===== src/rtl/chess_pkg.sv =====
// Shared types and constants for the pawn-only chess move controller.
package chess_pkg;

  // One board square: king flag, piece color (1 = black), occupied flag.
  typedef struct packed {
    logic king;
    logic color;
    logic occupied;
  } square_t;

  // Whole board, indexed [row][col]; row 0 is the top, col 0 the left edge.
  typedef square_t [7:0][7:0] board_t;

  typedef enum logic [1:0] {
    RESP_OK        = 2'b00,
    RESP_ILLEGAL   = 2'b01,
    RESP_BAD_SRC   = 2'b10,
    RESP_GAME_OVER = 2'b11
  } resp_code_t;

  typedef enum logic [1:0] {
    ST_IDLE  = 2'b00,
    ST_CHECK = 2'b01,
    ST_RESP  = 2'b10
  } state_t;

  localparam logic       WHITE           = 1'b0;
  localparam logic       BLACK           = 1'b1;
  localparam logic [2:0] WHITE_START_ROW = 3'd6;
  localparam logic [2:0] BLACK_START_ROW = 3'd1;

  // Bit positions inside the pawn checker's allow vector.
  localparam int ALLOW_FWD    = 2;
  localparam int ALLOW_DIAG_L = 1;
  localparam int ALLOW_DIAG_R = 0;

  // Opening position: a pawn row and a king for each side.
  function automatic board_t init_board();
    board_t b;
    b = '0;
    for (int c = 0; c < 8; c++) begin
      b[WHITE_START_ROW][c] = '{king: 1'b0, color: WHITE, occupied: 1'b1};
      b[BLACK_START_ROW][c] = '{king: 1'b0, color: BLACK, occupied: 1'b1};
    end
    b[7][4] = '{king: 1'b1, color: WHITE, occupied: 1'b1};
    b[0][4] = '{king: 1'b1, color: BLACK, occupied: 1'b1};
    return b;
  endfunction

endpackage


===== src/rtl/pawn.sv =====
// Pawn move checker: for a pawn of the given color on (i_row, i_col), flags
// which of the three one-row-forward target squares it may move to.
module pawn
  import chess_pkg::*;
(
  input  logic [2:0] i_row,
  input  logic [2:0] i_col,
  input  logic       i_color,
  input  board_t     i_board,
  output logic [2:0] o_allow
);

  logic       w_step_ok;
  logic [2:0] w_step_row;
  logic [2:0] w_col_l;
  logic [2:0] w_col_r;
  square_t    w_fwd_sq;
  square_t    w_left_sq;
  square_t    w_right_sq;

  // White advances toward row 0, black toward row 7; the edge row has no step.
  assign w_step_ok  = (i_color == WHITE) ? (i_row != 3'd0) : (i_row != 3'd7);
  assign w_step_row = (i_color == WHITE) ? (i_row - 3'd1) : (i_row + 3'd1);
  assign w_col_l    = i_col - 3'd1;
  assign w_col_r    = i_col + 3'd1;

  assign w_fwd_sq   = i_board[w_step_row][i_col];
  assign w_left_sq  = i_board[w_step_row][w_col_l];
  assign w_right_sq = i_board[w_step_row][w_col_r];

  // Forward needs an empty square; diagonals need an enemy piece and must not wrap.
  always_comb begin
    // NOTE: a default assignment first means no path leaves a bit unassigned, so no latch.
    o_allow = '0;
    o_allow[ALLOW_FWD]    = w_step_ok && !w_fwd_sq.occupied;
    o_allow[ALLOW_DIAG_L] = w_step_ok && (i_col != 3'd0) &&
                            w_left_sq.occupied && (w_left_sq.color != i_color);
    o_allow[ALLOW_DIAG_R] = w_step_ok && (i_col != 3'd7) &&
                            w_right_sq.occupied && (w_right_sq.color != i_color);
  end

endmodule


===== src/rtl/move_controller.sv =====
// Move controller: accepts a move request, classifies it in one CHECK cycle,
// commits legal moves to the registered board and reports a response code.
// Optional feature: define TWO_STEP_EN to allow a pawn's double step from its
// start row; without it two-row moves are rejected as ILLEGAL.
module move_controller
  import chess_pkg::*;
(
  input  logic       clk,
  input  logic       reset_n,
  input  logic       req_valid,
  output logic       req_ready,
  input  logic [2:0] req_src_row,
  input  logic [2:0] req_src_col,
  input  logic [2:0] req_dst_row,
  input  logic [2:0] req_dst_col,
  output logic       resp_valid,
  input  logic       resp_ready,
  output logic [1:0] resp_code,
  output logic       turn,
  output logic       game_over,
  output board_t     board_out
);

  state_t     r_state;
  state_t     w_state_nxt;
  logic [2:0] r_src_row;
  logic [2:0] r_src_col;
  logic [2:0] r_dst_row;
  logic [2:0] r_dst_col;
  board_t     r_board;
  logic       r_turn;
  logic       r_game_over;
  resp_code_t r_resp_code;

  square_t    w_src_sq;
  square_t    w_dst_sq;
  logic [2:0] w_allow;
  logic [3:0] w_fwd_row;
  logic       w_one_step_ok;
  logic       w_move_ok;
  resp_code_t w_code;
  logic       w_commit;

  assign w_src_sq = r_board[r_src_row][r_src_col];
  assign w_dst_sq = r_board[r_dst_row][r_dst_col];

  pawn u_pawn (
    .i_row   (r_src_row),
    .i_col   (r_src_col),
    .i_color (w_src_sq.color),
    .i_board (r_board),
    .o_allow (w_allow)
  );

  // Row/column arithmetic is done one bit wider so an off-board target never
  // aliases onto a real square.
  assign w_fwd_row = (w_src_sq.color == WHITE) ? ({1'b0, r_src_row} - 4'd1)
                                               : ({1'b0, r_src_row} + 4'd1);

  assign w_one_step_ok = ({1'b0, r_dst_row} == w_fwd_row) &&
    (((r_dst_col == r_src_col) && w_allow[ALLOW_FWD]) ||
     (({1'b0, r_dst_col} == ({1'b0, r_src_col} - 4'd1)) && w_allow[ALLOW_DIAG_L]) ||
     (({1'b0, r_dst_col} == ({1'b0, r_src_col} + 4'd1)) && w_allow[ALLOW_DIAG_R]));

`ifdef TWO_STEP_EN
  logic [2:0] w_start_row;
  logic [2:0] w_mid_row;
  logic [2:0] w_two_row;
  logic       w_two_step_ok;

  // Double step from the start row; both squares passed over must be empty.
  assign w_start_row   = (w_src_sq.color == WHITE) ? WHITE_START_ROW : BLACK_START_ROW;
  assign w_mid_row     = (w_src_sq.color == WHITE) ? (r_src_row - 3'd1) : (r_src_row + 3'd1);
  assign w_two_row     = (w_src_sq.color == WHITE) ? (r_src_row - 3'd2) : (r_src_row + 3'd2);
  assign w_two_step_ok = (r_src_row == w_start_row) && (r_dst_col == r_src_col) &&
                         (r_dst_row == w_two_row) &&
                         !r_board[w_mid_row][r_src_col].occupied && !w_dst_sq.occupied;
  assign w_move_ok     = w_one_step_ok || w_two_step_ok;
`else
  assign w_move_ok = w_one_step_ok;
`endif

  // Classify the latched request in priority order.
  always_comb begin
    w_code = RESP_OK;
    if (r_game_over) begin
      w_code = RESP_GAME_OVER;
    end else if (!w_src_sq.occupied || (w_src_sq.color != r_turn) || w_src_sq.king) begin
      w_code = RESP_BAD_SRC;
    end else if (!w_move_ok) begin
      w_code = RESP_ILLEGAL;
    end
  end

  assign w_commit = (r_state == ST_CHECK) && (w_code == RESP_OK);

  // FSM state register.
  always_ff @(posedge clk or negedge reset_n) begin
    if (!reset_n) begin
      r_state <= ST_IDLE;
    end else begin
      // NOTE: sequential state uses non-blocking assignment so every flop samples pre-edge values.
      r_state <= w_state_nxt;
    end
  end

  // FSM next-state: CHECK always lasts one cycle; RESP waits for resp_ready.
  always_comb begin
    w_state_nxt = r_state;
    case (r_state)
      ST_IDLE:  if (req_valid) w_state_nxt = ST_CHECK;
      ST_CHECK: w_state_nxt = ST_RESP;
      ST_RESP:  if (resp_ready) w_state_nxt = ST_IDLE;
      default:  w_state_nxt = ST_IDLE;
    endcase
  end

  // FSM outputs decoded from the current state.
  always_comb begin
    req_ready  = (r_state == ST_IDLE);
    resp_valid = (r_state == ST_RESP);
  end

  // Capture the requested coordinates on the accept edge.
  always_ff @(posedge clk or negedge reset_n) begin
    if (!reset_n) begin
      r_src_row <= '0;
      r_src_col <= '0;
      r_dst_row <= '0;
      r_dst_col <= '0;
    end else if (req_valid && (r_state == ST_IDLE)) begin
      r_src_row <= req_src_row;
      r_src_col <= req_src_col;
      r_dst_row <= req_dst_row;
      r_dst_col <= req_dst_col;
    end
  end

  // Register the response code at the CHECK->RESP edge; it stays stable through RESP.
  always_ff @(posedge clk or negedge reset_n) begin
    if (!reset_n) begin
      r_resp_code <= RESP_OK;
    end else if (r_state == ST_CHECK) begin
      r_resp_code <= w_code;
    end
  end

  // Game state: commit an OK move on the same edge its code is registered.
  always_ff @(posedge clk or negedge reset_n) begin
    if (!reset_n) begin
      // NOTE: the board is a bank of flops, not a RAM, so it can and must take the opening position on reset.
      r_board     <= init_board();
      r_turn      <= WHITE;
      r_game_over <= 1'b0;
    end else if (w_commit) begin
      r_board[r_dst_row][r_dst_col] <= w_src_sq;
      r_board[r_src_row][r_src_col] <= '0;
      r_turn                        <= ~r_turn;
      if (w_dst_sq.king) begin
        r_game_over <= 1'b1;
      end
    end
  end

  assign resp_code = r_resp_code;
  assign turn      = r_turn;
  assign game_over = r_game_over;
  assign board_out = r_board;

endmodule


===== config.mk =====
export PLATFORM = sky130hd
export DESIGN_NAME = move_controller
export DESIGN_NICKNAME = d
export VERILOG_FILES = /design/src/rtl/chess_pkg.sv /design/src/rtl/pawn.sv /design/src/rtl/move_controller.sv
export SDC_FILE = /design/constraint.sdc
export NUM_CORES = 1
export LEC_CHECK = 0
export BUFFER_PORTS_ARGS = -buffer_cell sky130_fd_sc_hd__clkbuf_2
export CAP_MARGIN = 30
export CELL_PAD_IN_SITES_DETAIL_PLACEMENT = 1
export CELL_PAD_IN_SITES_GLOBAL_PLACEMENT = 2
export CORE_ASPECT_RATIO = 1.4
export CORE_UTILIZATION = 39
export DETAILED_ROUTE_END_ITERATION = 16
export GPL_ROUTABILITY_DRIVEN = 0
export PLACE_DENSITY = 0.84
export SLEW_MARGIN = 20
export SYNTH_ARGS = -nofsm -noshare
export SYNTH_HDL_FRONTEND = slang
export SYNTH_HIERARCHICAL = 1
export SYNTH_SLANG_ARGS = --single-unit

===== constraint.sdc =====
create_clock -name clk -period 13.6 [get_ports clk]
set_input_delay 2.72 -clock clk [delete_from_list [all_inputs] [get_ports clk]]
set_output_delay 2.72 -clock clk [all_outputs]
set_load 0.01 [all_outputs]

==> results of run 1 <==
cell usage in the layout, fill, tap and decap left out, types with 7 or more instances in the layout:
| cell | count |
|---|---|
| mux2i_1 | 97 |
| clkbuf_8 | 8 |
| and2_1 | 67 |
| mux4_2 | 40 |
| o21ai_2 | 20 |
| a221oi_1 | 9 |
| dfrtp_1 | 178 |
| xor2_1 | 12 |
| nand2_1 | 55 |
| nand3b_1 | 7 |
| nand3_1 | 21 |
| buf_4 | 20 |
| nand2b_1 | 7 |
| nor2_1 | 156 |
| nor3_1 | 73 |
| clkbuf_2 | 212 |
| o22ai_1 | 25 |
| mux2_2 | 25 |
| a21oi_1 | 146 |
| a22oi_1 | 10 |
| nor2b_1 | 11 |
| inv_1 | 16 |
| ha_1 | 8 |
| dfstp_2 | 29 |
| a22o_1 | 65 |
| a31oi_1 | 7 |
| clkbuf_16 | 23 |
| o21ai_0 | 58 |
how the worst min path moves through the flow:
stage	startpoint	endpoint	slack [ns]	depth (start not counted)
floorplan	board_out[14]	board_out[14]	0.51	1
global placement	game_over	game_over	0.50	1
detailed placement	game_over	game_over	0.51	1
CTS	game_over	game_over	0.52	1
global route	board_out[182]	board_out[182]	0.55	1
finish	game_over	game_over	0.52	1
logic make-up (layout without fill, tap and decap cells):
logic type | count (synthesis) | count (layout) | synth area share
mux | 164 | 164 | 0.1650
simple gates | 430 | 430 | 0.1584
fa+ha+maj | 10 | 10 | 0.01059
compound gates | 401 | 401 | 0.2009
flops | 210 | 210 | 0.3999
xor+xnor | 18 | 18 | 0.01352
buf+inv | 130 | 296 | 0.05172
final cells by class:
class	instances	area [um^2]
well taps	445	556.8
fillers	3846	18020
inverters	19	71.32
flip-flops and latches	210	5300
repair buffers	237	1328
clock inverters	9	98.84
multi-input cells	1023	7259
clock buffers	31	675.6
power by group through the flow:
stage	clock [mW]	combinational [mW]	sequential (mW)
2_1_floorplan	0	1.10	0.688
3_3_place_gp	0	1.38	0.789
3_5_place_dp	0	1.40	0.790
4_1_cts	0.664	1.40	0.780
5_1_grt	0.686	1.54	0.761
6_report	0.655	1.47	0.755
registers in the layout (all words and copies together), names as in the netlist:
register / flops
board_out: 192
game_over: 1
r_dst_col: 3
r_dst_row: 3
r_src_col: 3
r_src_row: 3
r_state: 2
resp_code: 2
turn: 1
metal layers:
| layer | track usage | wire length [um] |
|---|---|---|
| met2 | 0.5535 | 27950 |
| met5 | 0 | 0 |
| met1 | 0.4157 | 22690 |
| met4 | 0.1780 | 3241 |
| met3 | 0.04798 | 3697 |
==> results.md, run 1 <==
* Clk Latency, worst-skew pair at 0.54 ns
* Max-Cap Viols at 0
* Levels on crit path at 23
* Initial core utilization at 0.3973
* Leakage power at 6.697 nW
* Worst slack, placed at 4.225 ns
* Comb power frac at 0.510
* Worst setup margin at 3.985 ns
* Core Util, Final at 0.4590
* Reg-to-Reg End: board_out[127]
* Worst slew margin at 0.3562
* Placed instance area at 14430 um^2
* CP endpoint kind: flip-flop
* Count of pins over their slew limit at 0
* Kind of critical path: flip-flop to flip-flop
* Most common library cells after synthesis: dfrtp_1 (181), nor2_1 (156), a21oi_1 (146)
* Non-Filler Instances at 1974
* Crit-path leading delay family: compound AO/OA/AOI/OAI gates
* Hpwl dp at 41.33 mm
* Chip height at 220.0 um
* Number of global-route vias before repair at 12.90k
* # diodes at 0
* # setup viols final at 0
* Core Area at 33310 um^2
* Buf/Inv on CP at 4
* GRT Total Usage at 0.3331
* CTS tree: built
* Worst Max-Slew Pin Slew at 0.9569 ns
* Largest net degree at the start of global routing at 195
* P_int at 1.523 mW
* Post-synth EDFFs at 0
* Critical path required time at 14.02 ns
* Die Width at 157.7 um
* Share of layout cells above drive strength 1 at 0.2727
* Final antenna-violating net count at 0
* First-pass GRT wire length at 84.23 mm
* Initial antenna violation count at 0
* DRC Markers at 0
* Worst reg2reg path startpoint: r_src_row[2]
* Post-CTS Setup Bufs at 0
* Synth area leaders: dfrtp_1 (34%), mux2i_1 (7.3%), mux4_2 (6.8%), dfstp_2 (5.8%), a21oi_1 (5.5%)
* Clock Skew at 0.01172 ns
* Final setup TNS at 0 ns
* H-tree Lvls at 1
* CTS root buffer: clkbuf_16
* Final count of hold timing violations at 0
* Num CTS Buffers at 22
* Switching part of the total at 0.4709
* Tcrit/Tclk final at 0.7070
* Total Power at 2.879 mW
* 1st-iter DRT viols at 889
* FMAX at 104.0 MHz
* Fin crit period at 9.615 ns
* Cell area after layout at 15290 um^2
* Setup repair after global routing missed its margin: no
* Drt via density at 6.384
* Status: finished clean
* R2r worst-path depth at 23
* Switching pwr at 1.356 mW
* Sequential area share after synthesis at 0.3999
* Post-cts sizing count at 0
* Worst R2R Setup Slack at 3.98 ns
* Port buffer count at 213
* Clk buf depth at 3
* Worst hold path class: flip-flop to flip-flop
* Crit path from: r_src_row[2]
* Leading area contributor after synthesis: dfrtp_1
* Crit-path max cell delay at 1.11 ns
* # rows at 79
* Slowest stage cell, crit path: fa_2
* Cell variety after synth at 83
* Clock Power Share at 0.227
* Sink Count at 210
* Min Hold Slack at 0.5150 ns
* Avg WL per Cell at 29.17 um
* Syn avg cell area at 9.709 um^2
* Ys flop type: dfrtp_1
* Vias at 12.60k
* Post-Syn Instances at 1363
* Max FO, Critical Path at 194
* Post-synth top area share at 0.3423
* Total die area at 34680 um^2
* Hold-fix buffers, CTS at 0
* Clock transition at the registers of the reported paths at 0.06 ns
* IO Count at 214
* Synth Net Count at 1389
* Synth warn at 6
* Router iterations before antenna repair at 5
* FFs w/ async S/R, synth at 1.000
* Chain of cells forming the critical path: buf_4 > mux2_2 > a211oi_1 > o21ai_0 > o2111ai_1 > nand3_1 > fa_2 > buf_4 > mux2i_1 > mux4_2 > mux4_2 > xnor2_1 > nand4b_1 > o21ai_1 > inv_1 > or3b_2 > o221ai_1 > o211ai_1 > a211o_1 > a2111oi_4 > buf_12 > o21ai_0 > a22o_1
* Nets at 1539
* WP data arrival at 10.04 ns
* Syn Std Cell Area at 13230 um^2
* Count leader, synth: dfrtp_1
* Seq pwr share at 0.262
* Worst vdd ir at 170.7 uV
* Synth Register Bits at 210
* Crit path capture: board_out[127]
* P per Cell Area at 188.3 nW/um^2
* Synth-to-Final Area Change at 15.54%
* Critical Path Source Type: flip-flop
* Placed cells at 1931
* DRT Wirelength at 57.57 mm
* Gr ovfl total at 0
(Power assumes the default switching activity.)
==> run 2, diff against run 1 <==
- CORE_UTILIZATION: 39 -> 36
- PLACE_DENSITY: 0.84 -> 0.78
- clock period: 13.6 -> 9.1 ns (I/O delays scaled with it)
==> run 2 against run 1 <==
  * Clock skew is essentially flat
  * Clock power increased by 43%
  * Design area rose by 0.16%
  * Count of clock-buffer cells in the layout grew 6
  * Critical path type unchanged
  * Largest cell class unchanged
  * Largest power group unchanged
  * Highest routed layer unchanged
==> results.md, run 2 (synthesis gave the netlist of run 1 again) <==
* Critical Path Source Type: flip-flop
* Hold path cells at 2 (+1)
* Crit-path max cell delay at 1.14 ns (+0.03 ns)
* Clock Skew at 0.01192 ns (+0.0002016 ns)
* Hpwl dp at 42.86 mm (+3.7%)
* Clk buf depth at 3 (unchanged)
* Number of flip-flops in the largest register at 192 (unchanged)
* Wl on met1 at 23.92 mm (+5.4%)
* Chip height at 228.9 um (+4.0%)
* Reg-to-Reg End: board_out[181]
* H-tree Lvls at 1 (unchanged)
* 1st-iter DRT viols at 909 (+2.2%)
* Hold endpoint: board_out[180]
* Port buffer count at 213 (unchanged)
* Worst reg2reg path startpoint: r_src_row[2]
* Clk Latency, worst-skew pair at 0.53 ns (about the same)
* Num CTS Buffers at 23 (+4.5%)
* Fin crit period at 8.544 ns (-1.071 ns)
* Final antenna-violating net count at 0 (unchanged)
* R2r worst-path depth at 21 (-8.7%)
* Drt via density at 6.275 (-1.7%)
* Leakage power at 6.698 nW (about the same)
* # setup viols final at 0 (unchanged)
* Hold-fix buffers, CTS at 0 (unchanged)
* Status: finished clean
* CTS tree: built
* Most frequent cells in the layout: clkbuf_2 (212), dfrtp_1 (178), nor2_1 (156)
* Max-Cap Viols at 0 (unchanged)
* Worst hold path class: flip-flop to flip-flop
* Largest net degree at the start of global routing at 110 (-44%)
* Total die area at 37540 um^2 (+8.2%)
* Switching pwr at 2.077 mW (+53%)
* Avg WL per Cell at 29.63 um (+1.6%)
* Worst Max-Slew Pin Slew at 0.9617 ns (+0.004781 ns)
* P per Cell Area at 284.0 nW/um^2 (+51%)
* DRC Markers at 0 (unchanged)
* Final setup TNS at 0 ns (unchanged)
* Count of pins over their slew limit at 0 (unchanged)
* Clock transition at the registers of the reported paths at 0.06 ns (about the same)
* Switching part of the total at 0.4776 (+0.006675)
* Initial antenna violation count at 0 (unchanged)
* Max FO, Critical Path at 109 (-44%)
* IO Count at 214 (unchanged)
* Number of global-route vias before repair at 12.71k (-1.5%)
* Sink Count at 210 (unchanged)
* Core Area at 36010 um^2 (+8.1%)
* Die Width at 164.0 um (+4.0%)
* Tcrit/Tclk final at 0.9389 (+0.2319)
* Gr ovfl total at 0 (unchanged)
* GRT Total Usage at 0.3194 (-0.01376)
* CTS root buffer: clkbuf_16
* FMAX at 117.0 MHz (+13%)
* Clock Power Share at 0.216 (-0.011)
* DRT Wirelength at 59.31 mm (+3.0%)
* First-pass GRT wire length at 87.73 mm (+4.2%)
* # diodes at 0 (unchanged)
* Max layer used: met4
* Critical path required time at 9.51 ns (-4.51 ns)
* Seq pwr share at 0.272 (+0.010)
* Setup repair after global routing missed its margin: no
* Final count of hold timing violations at 0 (unchanged)
* Chain of cells forming the critical path: inv_1 > a221oi_1 > o22ai_1 > a211oi_2 > nand3_1 > fa_2 > mux2i_1 > mux4_2 > mux4_2 > xnor2_1 > nand4b_1 > o21ai_1 > inv_1 > or3b_2 > o221ai_1 > o211ai_1 > a211o_1 > a2111oi_4 > buf_12 > o21ai_0 > a22o_1
* Router iterations before antenna repair at 5 (unchanged)
* Worst R2R Setup Slack at 0.56 ns (-3.43 ns)
* Total Power at 4.349 mW (+51%)
* HP Start: board_out[180]
* Post-CTS Setup Bufs at 0 (unchanged)
* CP endpoint kind: flip-flop
* P_int at 2.272 mW (+49%)
* Routed met2 length at 28.66 mm (+2.6%)
* Share of layout cells above drive strength 1 at 0.2727 (unchanged)
* Synth-to-Final Area Change at 15.72%
* Worst slew margin at 0.3589 (+0.002696)
* Kind of critical path: flip-flop to flip-flop
* Worst vdd ir at 216.8 uV (+27%)
* # rows at 82 (+3.8%)
* Routed wl met3 at 3.335 mm (-9.8%)
* Most common cell after layout, fill and taps aside: clkbuf_2
* Fillers at 4180 (+8.7%)
* Nets at 1550 (+0.71%)
* WP data arrival at 8.96 ns (-1.08 ns)
* Vias at 12.56k (-0.33%)
* Post-cts sizing count at 0 (unchanged)
* Initial core utilization at 0.3675 (-0.02980)
* Slowest stage cell, crit path: fa_2
* Comb power frac at 0.513 (+0.003)
-- run 2: changes by cell type in the layout (fill, tap and decap cells not counted), sizes merged --
cell,before,now
clkinv,9,4
clkinvlp,0,1
bufinv,2,1
clkbuf,244,250
buf,24,34
-- run 2: worst max-delay path by stage --
stage                  from              to  slack (ns)  depth (start not counted)
2_1_floorplan  r_src_row[1]   board_out[70]        2.72                         26
3_3_place_gp   r_src_row[2]  board_out[148]        1.01                         21
3_5_place_dp   r_src_row[2]  board_out[172]        0.84                         21
4_1_cts        r_src_row[2]  board_out[181]        0.81                         21
5_1_grt        r_src_row[2]  board_out[133]        0.40                         21
6_report       r_src_row[2]  board_out[181]        0.56                         21
-- run 2: cell type report --
type	count	area (um^2)	share of cell area
tap	462	578.1	0.03775
timing repair buffer	247	1379	0.09004
clock buffer	37	678.2	0.04428
multi-input combinational	1023	7259	0.4741
clock inverter	4	47.55	0.003105
sequential	210	5300	0.3461
inverter	19	71.32	0.004657
-- run 2: metal layers --
layer  track usage  vias up
li1              -     5377
met1        0.4193     6430
met2        0.5158      584
met3       0.03430      171
met4        0.1661        0
met5             0        -
-- run 2: metrics by stage --
stage / cell area (um^2) / std cells / setup slack [ns] / hold slack, ns / utilization
6_report: 15310 / 2002 / 0.5560 / 0.5589 / 0.4252
5_1_grt: 15310 / 2002 / 0.4045 / 0.5766 / 0.4252
4_1_cts: 15270 / 2000 / 0.8147 / 0.5562 / 0.4242
3_5_place_dp: 14550 / 1959 / 0.8440 / 0.5471 / 0.4040
3_3_place_gp: 14550 / 1959 / 1.009 / 0.5390 / 0.4040
2_1_floorplan: 13230 / 1363 / 2.718 / 0.5099 / -
-- run 2: critical path: cells and delay by family (launching register included) --
kind	cells	cell delay [ns]
muxes	3	1.37
DFF	1	1.04
adders and majority gates	1	1.14
buffers and inverters	3	1.00
AOI/OAI and AO/OA	10	2.71
and+or+nand+nor	3	0.78
xor gates and xnor gates	1	0.16
-- run 2: power groups by stage --
stage	clock, mW	combinational (mW)	sequential [mW]
floorplan	0	1.64	1.03
global placement	0	2.13	1.19
detailed placement	0	2.16	1.19
CTS	0.951	2.17	1.17
global route	0.983	2.32	1.19
finish	0.939	2.23	1.18
==> run 3, diff against run 2 <==
- CORE_ASPECT_RATIO: 1.4 -> 1.2
- CORE_UTILIZATION: 36 -> 39
- PLACE_DENSITY: 0.78 -> 0.84
- SKIP_LAST_GASP: unset -> 1
- clock period: 9.1 -> 10.8 ns (I/O delays scaled with it)
==> run 3 against run 2 <==
  * Sequential share of layout area decreased by 0.12 points
  * Flip-flop and latch count unchanged
  * Clock power down 6.7%
  * Highest routed layer unchanged
==> results.md, run 3 (synthesis gave the netlist of run 1 again) <==
* Status: finished clean
* Most frequent cells in the layout: clkbuf_2 (212), dfrtp_1 (178), nor2_1 (156)
* Most common cell after layout, fill and taps aside: clkbuf_2
* WP data arrival at 9.68 ns (+0.72 ns)
* Setup repair after global routing missed its margin: no
* Largest net degree at the start of global routing at 105 (-4.5%)
* Max FO, Critical Path at 104 (-4.6%)
* Final count of hold timing violations at 0 (unchanged)
* Initial core utilization at 0.3980 (+0.03056)
* Critical Path Source Type: flip-flop
* Port buffer count at 213 (unchanged)
* Clock Skew at 0.01774 ns (+0.005819 ns)
* Nets at 1543 (-0.45%)
* First-pass GRT wire length at 85.64 mm (-2.4%)
* Clk buf depth at 3 (unchanged)
* P per Cell Area at 241.9 nW/um^2 (-15%)
* Chip height at 203.8 um (-11%)
* H-tree Lvls at 1 (unchanged)
* Worst hold path class: flip-flop to flip-flop
* Total Power at 3.717 mW (-15%)
* HP Start: board_out[14]
* Placed cells at 1939 (-1.0%)
* Max-Cap Viols at 0 (unchanged)
* Sink Count at 210 (unchanged)
* Initial antenna violation count at 0 (unchanged)
* Vias at 12.72k (+1.2%)
* Gr ovfl total at 0 (unchanged)
* Num CTS Buffers at 24 (+4.3%)
* Worst vdd ir at 147.9 uV (-32%)
* Total die area at 34670 um^2 (-7.6%)
* Worst Max-Slew Pin Slew at 1.027 ns (+0.06482 ns)
* Avg WL per Cell at 29.01 um (-2.1%)
* Kind of critical path: flip-flop to flip-flop
* Die Width at 170.2 um (+3.7%)
* Worst slack, placed at 1.763 ns (+0.9191 ns)
* Tcrit/Tclk final at 0.8563 (-0.08255)
* Hold endpoint: board_out[14]
* Drt via density at 6.403 (+2.0%)
* Clk Latency, worst-skew pair at 0.55 ns (+0.02 ns)
* Fillers at 3860 (-7.7%)
* Count of pins over their slew limit at 0 (unchanged)
* CTS root buffer: clkbuf_16
* Reg-to-Reg End: board_out[133]
* FMAX at 108.1 MHz (-7.6%)
* Core Util, Final at 0.4621 (+0.03691)
* Worst slew margin at 0.3156 (-0.04322)
* Router iterations before antenna repair at 5 (unchanged)
* GRT Total Usage at 0.3342 (+0.01483)
* Final setup TNS at 0 ns (unchanged)
* Final antenna-violating net count at 0 (unchanged)
* IO Count at 214 (unchanged)
* CP endpoint kind: flip-flop
* DRT Wirelength at 57.61 mm (-2.9%)
* Post-cts sizing count at 0 (unchanged)
* Core Area at 33250 um^2 (-7.7%)
* R2r worst-path depth at 21 (unchanged)
* # rows at 73 (-11%)
* Register cell area after layout at 5300 um^2 (unchanged)
* Number of flip-flops in the largest register at 192 (unchanged)
* Post-CTS Setup Bufs at 0 (unchanged)
* 1st-iter DRT viols at 1095 (+20%)
* Critical path required time at 11.23 ns (+1.72 ns)
* Hold path cells at 1 (-1)
* Number of global-route vias before repair at 12.95k (+1.9%)
* Share of layout cells above drive strength 1 at 0.2756 (+0.002843)
* Worst setup margin at 1.552 ns (+0.9955 ns)
* Non-Filler Instances at 1986 (-0.80%)
* Worst R2R Setup Slack at 1.55 ns (+1.00 ns)
* CTS tree: built
* Clock transition at the registers of the reported paths at 0.07 ns (about the same)
* Synth-to-Final Area Change at 16.11%
* # setup viols final at 0 (unchanged)
* Hold-fix buffers, CTS at 0 (unchanged)
* Leakage power at 6.723 nW (+0.36%)
* Hpwl dp at 40.31 mm (-6.0%)
* Multi-input logic area at 7262 um^2 (about the same)
* Worst reg2reg path startpoint: r_src_row[1]
* Fin crit period at 9.249 ns (+0.7045 ns)
* DRC Markers at 0 (unchanged)
[run 3: changes by cell type in the layout (fill, tap and decap cells not counted), sizes merged]
cell,delta
buf,-8
bufinv,+1
clkbuf,-3
clkinv,+4
clkinvlp,+1
diode,+1
[run 3: per-stage QoR]
step                cell area (um^2)  hold WS, ns
detailed placement             14480       0.5163
CTS                            15310       0.5266
global route                   15360       0.5330
global placement               14470       0.5092
floorplan                      13230       0.5099
finish                         15360       0.5241
[run 3: critical path, cell delays in order (launching register included)]
cell	delay [ns]
dfrtp_2	0.82
clkinv_1	0.63
mux4_2	0.53
a21oi_1	0.13
a21oi_1	0.35
nand3_1	0.62
fa_2	1.47
buf_4	0.47
mux2i_1	0.16
mux4_2	0.49
mux4_2	0.49
a32oi_2	0.19
xor2_1	0.16
o311a_1	0.23
nand3_1	0.11
o221ai_1	0.22
o211ai_1	0.11
a211o_1	0.36
a2111oi_4	0.51
buf_12	0.38
o21ai_0	0.23
a22o_1	0.29
[run 3: cell type report]
cell class / count / share of cell area
timing repair buffer: 239 / 0.08640
multi-input combinational: 1023 / 0.4726
antenna: 1 / 0.0001629
tap: 450 / 0.03665
sequential: 210 / 0.3450
inverter: 19 / 0.004642
clock inverter: 10 / 0.007085
clock buffer: 34 / 0.04748
[run 3: per-layer routing]
metal / vias to the layer above / global-route usage / routed length, um
li1: 5357 / - / -
met4: 0 / 0.1564 / 2580
met1: 6593 / 0.4413 / 22940
met5: - / 0 / 0
met2: 625 / 0.5388 / 27610
met3: 141 / 0.04890 / 4485
[run 3: worst max-delay path by stage]
| stage | startpoint | endpoint | slack (ns) | depth (start not counted) |
|---|---|---|---|---|
| after detailed placement | r_src_row[2] | board_out[133] | 1.76 | 21 |
| after floorplan | r_src_row[1] | board_out[58] | 4.42 | 26 |
| after CTS | r_src_row[2] | board_out[76] | 1.74 | 21 |
| final | r_src_row[1] | board_out[133] | 1.55 | 21 |
| after global routing | r_src_row[0] | board_out[133] | 1.19 | 23 |
| after global placement | r_src_row[0] | board_out[133] | 2.02 | 21 |
[run 3: power by group]
part	total (mW)	internal, mW	switching, mW
Combinational	1.86	0.617	1.24
Clock	0.876	0.517	0.358
Sequential	0.984	0.820	0.164
